**src/rtl/tff_mod_counter.sv**
```systemverilog
// tff_mod_counter: programmable-modulus up/down counter with wrap/saturate,
// a registered terminal-count pulse and a divide-by-tc toggle output.
module tff_mod_counter #(
    parameter int               WIDTH     = 8,
    parameter logic [WIDTH-1:0] RESET_VAL = '0
) (
    input  logic             clk,
    input  logic             rstn,
    input  logic             en,
    input  logic             up_dn,
    input  logic             clr,
    input  logic             load,
    input  logic [WIDTH-1:0] load_val,
    input  logic [WIDTH-1:0] mod_max,
    input  logic             sat_mode,
    output logic [WIDTH-1:0] count,
    output logic             tc,
    output logic             div_out
);
    logic [WIDTH-1:0] count_q, count_d;
    logic             tc_q, tc_d;
    logic             div_q, div_d;
    logic             at_top, at_bot, boundary;
    logic [WIDTH-1:0] up_next, dn_next, load_clip;

    always_comb begin
        // >= so a count stranded above a lowered mod_max still wraps/saturates
        at_top    = count_q >= mod_max;
        at_bot    = count_q == '0;
        boundary  = en && (up_dn ? at_top : at_bot);
        up_next   = at_top ? (sat_mode ? mod_max : '0) : count_q + 1'b1;
        dn_next   = at_bot ? (sat_mode ? '0 : mod_max) : count_q - 1'b1;
        load_clip = load_val > mod_max ? mod_max : load_val;
        count_d   = clr  ? RESET_VAL :
                    load ? load_clip :
                    !en  ? count_q :
                    up_dn ? up_next : dn_next;
        tc_d      = !clr && !load && boundary;
        div_d     = !clr && (div_q ^ tc_d);
    end

    always_ff @(posedge clk or negedge rstn) begin
        if (!rstn) begin
            count_q <= RESET_VAL;
            tc_q    <= 1'b0;
            div_q   <= 1'b0;
        end else begin
            count_q <= count_d;
            tc_q    <= tc_d;
            div_q   <= div_d;
        end
    end

    assign count   = count_q;
    assign tc      = tc_q;
    assign div_out = div_q;
endmodule

```
**config.mk**
```make
export PLATFORM = sky130hd
export DESIGN_NAME = tff_mod_counter
export DESIGN_NICKNAME = d
export VERILOG_FILES = /design/src/rtl/tff_mod_counter.sv
export SDC_FILE = /design/constraint.sdc
export NUM_CORES = 1
export LEC_CHECK = 0
export BUFFER_PORTS_ARGS = -buffer_cell sky130_fd_sc_hd__buf_4
export CAP_MARGIN = 5
export CORE_MARGIN = 5
export CORE_UTILIZATION = 25
export DETAILED_ROUTE_END_ITERATION = 10
export PLACE_DENSITY = 0.43
export SYNTH_ARGS = -nofsm -noshare
export SYNTH_HDL_FRONTEND = slang
export SYNTH_SLANG_ARGS = --single-unit
```
**constraint.sdc**
```tcl
create_clock -name clk -period 2.5 [get_ports clk]
set_clock_uncertainty 0.05 [all_clocks]
set_input_delay 0.5 -clock clk [delete_from_list [all_inputs] [get_ports clk]]
set_output_delay 0.5 -clock clk [all_outputs]
set_load 0.005 [all_outputs]
```
==> impl_metrics.py <==
metrics = {
    "yosys": {
        "ys_ff_latch": 10,
        "syn_inst": 177,
        "ys_types": 49,
        "syn_area_um2": 1518,
        "netlist_top_cells_count": "ha_1, inv_1, nor2_1",
        "synth_fp_nets": 219,
        "synth-seq-area-share_pct": 16.49,
        "syn_area_per_cell_um2": 8.575,
        "synthArstFlopShare_pct": 100.0,
        "yosys.area.top_type": "dfrtp_1",
        "synthFlopType": "dfrtp_1",
        "synth-edff-count": 0,
        "synth_top_area_share_pct": 16.49,
        "yosysMostFrequentCell": "ha_1",
        "synth.area.top_cells": "dfrtp_1, ha_1, mux2i_1",
        "synth_warnings": 0,
    },
    "setup_path": {
        "endpoint_kind": "flop",
        "crit_type": "flop to flop",
        "ff2ff_setup_slack_ns": 0.20,
        "worstPathMaxFanout": 5,
        "cp.arrival_ns": 2.37,
        "required_ns": 2.57,
        "slowest_stage": "dfrtp_1",
        "crit_family": "compound AO/OA/AOI/OAI gates",
        "path_cells": "inv_1, ha_1, nand2b_1, a31oi_1, o21ai_2, a31o_2, a211o_1, a22o_1",
        "worst-path-buf-inv": 1,
        "startpoint_type": "flop",
        "cpPeakStageDelay_ns": 0.37,
    },
    "placed_design": {
        "dp_cells": 298,
        "hpwl_um": 3923,
        "routabilityCongestion": 0.8375,
        "portBuffers": 32,
    },
    "clock_tree": {
        "hold_buffers": 0,
        "cts.path.max_buffers": 2,
        "root_buffer": "clkbuf_8",
        "cts_buffers": 3,
        "clock_latency_ns": 0.24,
        "cts_sinks": 10,
        "path_clk_slew_ns": 0.05,
        "cts_tree": "done",
        "post_cts_buffers": 0,
        "h-tree-depth": 1,
    },
    "die": {
        "num_rows": 28,
        "dieHeight_um": 87.92,
        "coreArea_um2": 5921,
        "ioPinCount": 33,
        "floorplan.initialDensity_pct": 25.63,
        "die-area_um2": 7729,
        "dieWidth_um": 87.92,
    },
    "drt": {
        "via_count": 1524,
        "dr.pass1.iters": 4,
        "wire_per_inst_um": 15.69,
        "ant_nets": 0,
        "routed_wirelength_um": 4723,
        "dr.first_iter.drc_count": 89,
        "post_drt_via_cell_ratio": 5.063,
        "drc": 0,
    },
    "grt": {
        "grt_usage_pct": 13.24,
        "antenna_found_initial": 0,
        "grt_max_degree": 19,
        "overflow": 0,
        "grt_pass1_wl_um": 8169,
        "grt_pass1_vias": 1606,
    },
    "timing": {
        "timing.final.crit_share_pct": 92.04,
        "slew_viol_final": 0,
        "hold_viol_final": 0,
        "fmax_mhz": 434.6,
        "tightest_slew_ns": 0.5306,
        "fin_setup_tns_ns": 0,
        "slew_headroom_pct": 64.56,
        "rsz0062_at_grt": "false",
        "setup_viol": 0,
        "post-route-min-period_ns": 2.301,
    },
    "cells_and_area": {
        "post-route-util_pct": 33.43,
        "layout.cells.non_filler": 301,
        "antenna_cells": 0,
        "fin_nets": 270,
        "fillCellCount": 643,
        "drive_gt1_share_pct": 30.53,
        "syn_to_final_growth_pct": 30.42,
    },
    "power": {
        "vdd_ir_drop_max_uv": 189.5,
        "powerDensity_nw_per_um2": 410.3,
        "leakagePower_nw": 0.9771,
    },
    "hold_path": {
        "min_path_type": "primary input to async pin",
    },
    "outcome": {
        "status": "finished clean",
    },
    "run": {
        "cap_violations": 0,
    },
}
[what timing repair did]
| item | 4_1_cts | 5_1_grt |
|---|---|---|
| setup endpoints to repair | 0 | 2 |
| resized for setup | 0 | 1 |
| endpoints found under the hold margin | 0 | 0 |
[metal layers]
metal	up-vias	global-route usage, %	wire length, µm
li1	766	-	-
met1	711	18.21	2293
met2	43	21.44	2128
met3	4	3.293	276
met4	0	1.813	25
met5	-	0	0
[area by class of cell]
class,count,area [µm²],share of cell area [%]
multi-input combinational,142,1101,55.63
timing repair buffer,57,440.4,22.25
sequential,10,250.2,12.64
tap,75,93.84,4.741
inverter,14,52.55,2.655
clock buffer,3,41.29,2.086
[final timing paths]
path,start,to,cells after the start
setup / recovery,count[0],count[4],8
hold / removal,rstn,count[2],1
setup reg to reg,count[0],count[4],8
hold reg to reg,div_out,div_out,2
max in group asynchronous,rstn,count[3],1
min in group clk,clr,count[1],2
[power by group]
group | internal, mW | switching (mW) | total (mW)
logic | 0.217 | 0.235 | 0.452
clock network | 0.106 | 0.0685 | 0.174
registers | 0.177 | 0.00926 | 0.186
total | 0.500 | 0.312 | 0.812
[state kept, by name, summed over array words and instances, names as in the netlist]
| signal | cells |
|---|---|
| count | 8 |
| tc | 1 |
| div_out | 1 |
[metrics by stage]
stage                     worst slack, ns  power, mW  cell area, µm²  hold slack, ns
after floorplan                    0.1528     0.4774            1518          0.1544
after global placement           -0.05140     0.6413            1934          0.2987
after detailed placement         -0.06859     0.6397            1934          0.2990
after CTS                          0.1427     0.8197            1976         0.04222
after global routing              0.03476     0.8810            1979         0.04139
final                              0.1989     0.8122            1979         0.04035
[cell usage in the layout (no fill, tap or decap), drive strengths merged, types with 4 or more instances in the layout]
master   n
mux2i   11
a21oi   11
dfrtp   10
inv     14
buf     57
nor2    13
nand2    9
a31oi    5
nand3   11
a21o     4
a221oi   5
xor2     4
xnor2    5
ha      19
[cell families after synthesis]
kind of cell | count (synthesis) | synth area share, %
AOI/OAI and AO/OA | 52 | 25.72
xor gates and xnor gates | 9 | 5.193
muxes | 12 | 7.997
buffers and inverters | 25 | 11.21
adders and majority gates | 19 | 15.66
DFF | 10 | 16.49
and+or+nand+nor | 50 | 17.72
No activity file was read; power rests on OpenSTA's default activity.
